### src/rtl/banco_registros_dp_pkg.sv
// Shared definitions for the general-purpose register bank: geometry, FSM states
// and the hardwired-zero register index.
package br_pkg;
    localparam int unsigned DATA_W   = 32;
    localparam int unsigned ADDR_W   = 5;
    localparam int unsigned NUM_REGS = 2 ** ADDR_W;

    typedef enum logic {
        IDLE,
        CLEAR
    } br_state_t;

    localparam int unsigned REG_ZERO = 0;
endpackage

### src/rtl/banco_registros_dp_if.sv
// Datapath-side bus of the register bank: write port, two read ports and the
// clear request/busy pair.
interface banco_registros_dp_if #(
    parameter int unsigned DATA_W = 32,
    parameter int unsigned ADDR_W = 5
);
    logic              clr;
    logic              wr_en;
    logic [ADDR_W-1:0] wr_addr;
    logic [DATA_W-1:0] wr_data;
    logic [ADDR_W-1:0] rd_addr1;
    logic [ADDR_W-1:0] rd_addr2;
    logic [DATA_W-1:0] rd_data1;
    logic [DATA_W-1:0] rd_data2;
    logic              busy;

    modport master (
        output clr, wr_en, wr_addr, wr_data, rd_addr1, rd_addr2,
        input  rd_data1, rd_data2, busy
    );

    modport slave (
        input  clr, wr_en, wr_addr, wr_data, rd_addr1, rd_addr2,
        output rd_data1, rd_data2, busy
    );
endinterface

### src/rtl/banco_registros_dp_clr_seq.sv
// Bulk-clear sequencer: walks registers 1..NUM_REGS-1, zeroing one per clock,
// and reports busy for the whole walk.
module br_clr_seq
    import br_pkg::*;
#(
    parameter int unsigned ADDR_W = br_pkg::ADDR_W
) (
    input  logic              clk,
    input  logic              rst_n,
    input  logic              clr,
    output logic              busy,
    output logic              clr_we,
    output logic [ADDR_W-1:0] clr_addr
);
    localparam logic [ADDR_W-1:0] LAST_ADDR  = '1;
    localparam logic [ADDR_W-1:0] FIRST_ADDR = ADDR_W'(1);

    br_state_t         state;
    logic [ADDR_W-1:0] cnt;

    always_ff @(posedge clk or negedge rst_n) begin
        if (!rst_n) begin
            state <= IDLE;
            cnt   <= '0;
        end else begin
            case (state)
                IDLE: begin
                    if (clr) begin
                        state <= CLEAR;
                        cnt   <= FIRST_ADDR;
                    end
                end
                CLEAR: begin
                    if (cnt == LAST_ADDR) begin
                        state <= IDLE;
                        cnt   <= '0;
                    end else begin
                        cnt <= cnt + FIRST_ADDR;
                    end
                end
                default: begin
                    state <= IDLE;
                    cnt   <= '0;
                end
            endcase
        end
    end

    // busy tracks the state register only; the counter never feeds it
    assign busy     = (state == CLEAR);
    assign clr_we   = (state == CLEAR);
    assign clr_addr = cnt;
endmodule

### src/rtl/banco_registros_dp.sv
// 32x32 register bank: one synchronous write port, two combinational read ports
// with same-cycle write bypass, r0 hardwired to zero, sequenced bulk clear.
module banco_registros_dp
    import br_pkg::*;
#(
    parameter int unsigned DATA_W = br_pkg::DATA_W,
    parameter int unsigned ADDR_W = br_pkg::ADDR_W
) (
    input  logic                 clk,
    input  logic                 rst_n,
    banco_registros_dp_if.slave  bus
);
    localparam int unsigned      N_REGS = 2 ** ADDR_W;
    localparam logic [ADDR_W-1:0] ZERO_ADDR = ADDR_W'(REG_ZERO);

    logic [DATA_W-1:0] regs [N_REGS];
    logic              busy;
    logic              clr_we;
    logic [ADDR_W-1:0] clr_addr;
    logic              wr_ok;
    logic              byp_ok;
    logic [DATA_W-1:0] rd1;
    logic [DATA_W-1:0] rd2;

    br_clr_seq #(
        .ADDR_W (ADDR_W)
    ) u_clr_seq (
        .clk      (clk),
        .rst_n    (rst_n),
        .clr      (bus.clr),
        .busy     (busy),
        .clr_we   (clr_we),
        .clr_addr (clr_addr)
    );

    // A clear request in IDLE wins over a write in the same cycle
    assign wr_ok  = bus.wr_en && !bus.clr && !busy && (bus.wr_addr != ZERO_ADDR);
    assign byp_ok = bus.wr_en && !busy && (bus.wr_addr != ZERO_ADDR);

    always_ff @(posedge clk or negedge rst_n) begin
        if (!rst_n) begin
            for (int unsigned i = 0; i < N_REGS; i++) begin
                regs[i] <= '0;
            end
        end else if (clr_we) begin
            regs[clr_addr] <= '0;
        end else if (wr_ok) begin
            regs[bus.wr_addr] <= bus.wr_data;
        end
    end

    always_comb begin
        rd1 = '0;
        if (!busy) begin
            if (byp_ok && (bus.wr_addr == bus.rd_addr1)) begin
                rd1 = bus.wr_data;
            end else if (bus.rd_addr1 != ZERO_ADDR) begin
                rd1 = regs[bus.rd_addr1];
            end
        end
    end

    always_comb begin
        rd2 = '0;
        if (!busy) begin
            if (byp_ok && (bus.wr_addr == bus.rd_addr2)) begin
                rd2 = bus.wr_data;
            end else if (bus.rd_addr2 != ZERO_ADDR) begin
                rd2 = regs[bus.rd_addr2];
            end
        end
    end

    assign bus.rd_data1 = rd1;
    assign bus.rd_data2 = rd2;
    assign bus.busy     = busy;
endmodule
### src/flat_wrapper.sv
// flat-port wrapper written by rule: the top's interface ports become plain ports
module banco_registros_dp_flat import br_pkg::*;
#(
    parameter int unsigned DATA_W = br_pkg::DATA_W,
    parameter int unsigned ADDR_W = br_pkg::ADDR_W
)
  (clk, rst_n, bus_clr, bus_wr_en, bus_wr_addr, bus_wr_data, bus_rd_addr1, bus_rd_addr2, bus_rd_data1, bus_rd_data2, bus_busy);
  banco_registros_dp_if #(.DATA_W(DATA_W), .ADDR_W(ADDR_W)) bus_i ();
  input  logic clk;
  input  logic rst_n;
  input wire logic [$bits(bus_i.clr)-1:0] bus_clr;
  input wire logic [$bits(bus_i.wr_en)-1:0] bus_wr_en;
  input wire logic [$bits(bus_i.wr_addr)-1:0] bus_wr_addr;
  input wire logic [$bits(bus_i.wr_data)-1:0] bus_wr_data;
  input wire logic [$bits(bus_i.rd_addr1)-1:0] bus_rd_addr1;
  input wire logic [$bits(bus_i.rd_addr2)-1:0] bus_rd_addr2;
  output wire logic [$bits(bus_i.rd_data1)-1:0] bus_rd_data1;
  output wire logic [$bits(bus_i.rd_data2)-1:0] bus_rd_data2;
  output wire logic [$bits(bus_i.busy)-1:0] bus_busy;
  assign bus_i.clr = bus_clr;
  assign bus_i.wr_en = bus_wr_en;
  assign bus_i.wr_addr = bus_wr_addr;
  assign bus_i.wr_data = bus_wr_data;
  assign bus_i.rd_addr1 = bus_rd_addr1;
  assign bus_i.rd_addr2 = bus_rd_addr2;
  assign bus_rd_data1 = bus_i.rd_data1;
  assign bus_rd_data2 = bus_i.rd_data2;
  assign bus_busy = bus_i.busy;
  banco_registros_dp #(.DATA_W(DATA_W), .ADDR_W(ADDR_W)) u_core (.clk(clk), .rst_n(rst_n), .bus(bus_i));
endmodule
### config.mk
export PLATFORM = sky130hd
export DESIGN_NAME = banco_registros_dp_flat
export DESIGN_NICKNAME = d
export VERILOG_FILES = /design/src/rtl/banco_registros_dp_pkg.sv /design/src/rtl/banco_registros_dp_if.sv /design/src/rtl/banco_registros_dp_clr_seq.sv /design/src/rtl/banco_registros_dp.sv /design/src/flat_wrapper.sv
export SDC_FILE = /design/constraint.sdc
export NUM_CORES = 2
export LEC_CHECK = 0
export CELL_PAD_IN_SITES_DETAIL_PLACEMENT = 0
export CELL_PAD_IN_SITES_GLOBAL_PLACEMENT = 1
export CORE_MARGIN = 2
export CORE_UTILIZATION = 57
export DETAILED_ROUTE_END_ITERATION = 8
export GPL_ROUTABILITY_DRIVEN = 0
export PLACE_DENSITY_LB_ADDON = 0.1
export SYNTH_ARGS = -nofsm -noshare
export SYNTH_HDL_FRONTEND = slang
export SYNTH_SLANG_ARGS = --single-unit
### constraint.sdc
create_clock -name clk -period 9.6 [get_ports clk]
set_input_delay 2.88 -clock clk [delete_from_list [all_inputs] [get_ports clk]]
set_output_delay 2.88 -clock clk [all_outputs]
set_load 0.02 [all_outputs]
==> results.sh <==
export IMPL_core_area_mm2=0.0921
export IMPL_cts_max_path_buffers=3
export IMPL_status="complete, no violations"
export IMPL_routed_via_density=8.39
export IMPL_hpwl_um=123000
export IMPL_rsz0062_at_grt="false"
export IMPL_setup_viol=0
export IMPL_numCtsBuffers=111
export IMPL_setup_tns_ps=0
export IMPL_synth_top_family_by_area="multiplexers"
export IMPL_crit_arrival_ps=6450
export IMPL_cpPeakStageDelay_ps=630
export IMPL_hold_viol=0
export IMPL_finalCritPeriodShare_pct=97.2
export IMPL_synth_top_area_share_pct=48.5
export IMPL_maxCapViolations=0
export IMPL_worstSetupPathType="in2out"
export IMPL_grt_pass1_wl_um=306000
export IMPL_num_io_pins=116
export IMPL_synthTopCellsByArea="dfrtp_1, mux4_2, a22o_1"
export IMPL_syn_instance_count=3764
export IMPL_via_count=42000
export IMPL_htreeDepth=3
export IMPL_dr_pass1_iters=6
export IMPL_path_cells="clkdlybuf4s50_1, or3_4, o31ai_4, o311ai_4, buf_4, a211oi_1, a221o_1, clkdlybuf4s50_1"
export IMPL_top_layer="met5"
export IMPL_wl_met2_um=90900
export IMPL_cellLeakagePower_uw=0.0262
export IMPL_wl_met3_um=32800
export IMPL_synth_mux_area_share_pct=22.9
export IMPL_layout_nets=3720
export IMPL_place_ws_ps=408
export IMPL_gr_total_overflow=0
export IMPL_grt_pass1_vias=42900
export IMPL_holdBufCountCts=0
export IMPL_drcViolationCount=0
export IMPL_dieHeight_um=309
export IMPL_fp_row_count=111
export IMPL_wirelength_um=212000
export IMPL_worst_slack_ps=265
export IMPL_startpoint_type="input port"
export IMPL_layout_drive_gt1_share_pct=26.3
export IMPL_synth_cell_types=40
export IMPL_cts_tree="built"
export IMPL_synth_simple_gate_area_share_pct=2.48
export IMPL_areaGrowthSynthToFinish_pct=12.9
export IMPL_wl_per_cell_um=42.3
export IMPL_start_util_pct=57.7
export IMPL_fin_crit_ps=9330
export IMPL_cts_setup_buffers=0
export IMPL_synth_seq_area_share_pct=48.5
export IMPL_grt_use_total_pct=44.9
export IMPL_synth_xor_area_share_pct=0.198
export IMPL_cts_root_buf="clkbuf_16"
export IMPL_hold_class="reg2reg"
export IMPL_clock_fmax_ghz=0.107
export IMPL_avgSynthCellArea_um2=14.1
export IMPL_slew_headroom_pct=11.7
export IMPL_ys_ff_latch=1030
export IMPL_max_slew_worst_pin_slew_ps=1320
export IMPL_crit_path_end_kind="primary output"
export IMPL_cts_sinks=1030
export IMPL_cp_max_fo=15
export IMPL_synthAdderAreaFrac_pct=0.118
export IMPL_clk_pin_slew_ps=60
export IMPL_maxSlewViolCount=0
export IMPL_finalClockSkew_ps=17.3
export IMPL_cts_resized=0
export IMPL_grt_antenna_before_repair=8
export IMPL_clk_latency_ps=710
export IMPL_ant_nets=0
export IMPL_syn_cell_area_mm2=0.0531
export IMPL_synth_top_area_cell="dfrtp_1"
export IMPL_ys_warn_count=0
export IMPL_worstPathRequired_ps=6720
export IMPL_final_cell_mix="dfrtp_1, a22o_1, mux4_2"
export IMPL_slowest_stage="clkdlybuf4s50_1"
export IMPL_crit_top_cell="clkdlybuf4s50_1"
export IMPL_power_density_mw_per_mm2=183
export IMPL_grt_max_degree=183
export IMPL_die_area_mm2=0.0957
export IMPL_wl_met1_um=73200
export IMPL_final_common_cell="dfrtp_1"
export IMPL_ir_worst_vdd_v=0.000161
export IMPL_fp_dieW_um=309
export IMPL_io_buffers=115
export IMPL_synth_nets=3820
export IMPL_synth_compound_area_share_pct=21.7
export IMPL_drt_iter0_drc=7256
## area by class of cell
class                           count  area [um2]
Inverter                            6        22.5
Clock buffer                      164        3330
Timing Repair Buffer              319        3030
Multi-Input combinational cell   2196       25900
Tap cell                         1243        1560
Clock inverter                     40         419
Fill cell                        6591       32100
Antenna cell                        4        10.0
Sequential cell                  1030       25800
## worst max-delay path: cells and delay by family
family,cells,cell delay (ps)
buffers and inverters,3,1600
AOI/OAI and AO/OA,4,1370
and+or+nand+nor,1,560
## cell families after synthesis
family,count (synthesis)
AO/OA/AOI/OAI,1354
XOR/XNOR,12
adder cells (fa/ha/maj),5
buffers and inverters,538
flip-flops,1030
multiplexers,576
AND/OR/NAND/NOR,249
## sequential cells by signal, summed over array words and instances, names as in the netlist
signal and cells:
u_core.regs 1024, u_core.u_clr_seq.clr_addr 5, u_core.u_clr_seq.busy 1
## stage by stage
stage          cells  instance area, um2  hold WS (ps)  utilization, %  total power (uW)
3_5_place_dp    4794               56200           492            61.1              6520
5_1_grt         4999               60000           532            65.2             11200
2_1_floorplan   3764               53100           467               -              5660
6_report        5002               60000           509            65.2             11000
4_1_cts         4998               60000           514            65.2             10900
3_3_place_gp    4794               56200           482            61.1              6470
## routing by layer
layer / vias to the layer above / GRT usage (%)
met2: 4000 / 63.3
li1: 15200 / -
met1: 21900 / 59.0
met3: 924 / 18.3
met5: - / 0
met4: 8 / 26.3
## worst paths after layout
check | end | startpoint | slack (ps) | cells past startpoint
worst min register to register | u_core.regs[1021] | u_core.regs[1021] | 510 | 1
worst max register to register | u_core.regs[693] | u_core.u_clr_seq.busy | 5650 | 8
min in group asynchronous | u_core.regs[923] | rst_n | 2240 | 1
worst max-delay path | bus_rd_data2[16] | bus_wr_addr[4] | 270 | 8
max in group asynchronous | u_core.regs[65] | rst_n | 5610 | 3
worst min-delay path | u_core.regs[1021] | u_core.regs[1021] | 510 | 1
## report_power, final
part           internal (uW)  leakage, uW  switching, uW
clock                   2550      0.00186           1870
combinational            571      0.00995           1250
sequential              4530       0.0144            179
total                   7660       0.0262           3300
## synthesized netlist by cell type
cell type,number
a211oi_1,128
a21oi_1,23
a21oi_2,6
a221o_1,64
a22o_1,992
a22oi_1,128
a31oi_1,3
and2_1,38
and3_1,2
and3b_1,1
buf_1,45
buf_2,96
buf_4,4
clkbuf_1,387
dfrtp_1,1030
ha_1,5
inv_1,6
mux2i_1,64
mux4_2,512
nand2_1,74
nand2b_1,1
nand3_1,5
nand3b_1,3
nor2_1,37
nor2b_1,69
nor3_1,9
nor4_1,3
nor4_2,2
nor4_4,2
o21ai_0,2
o311ai_1,2
o311ai_2,1
o31a_1,1
o31ai_1,1
o31ai_4,1
o32ai_1,2
or3_4,1
or3b_2,1
or4_1,1
xnor2_1,12
No activity file was read; power rests on OpenSTA's default activity.
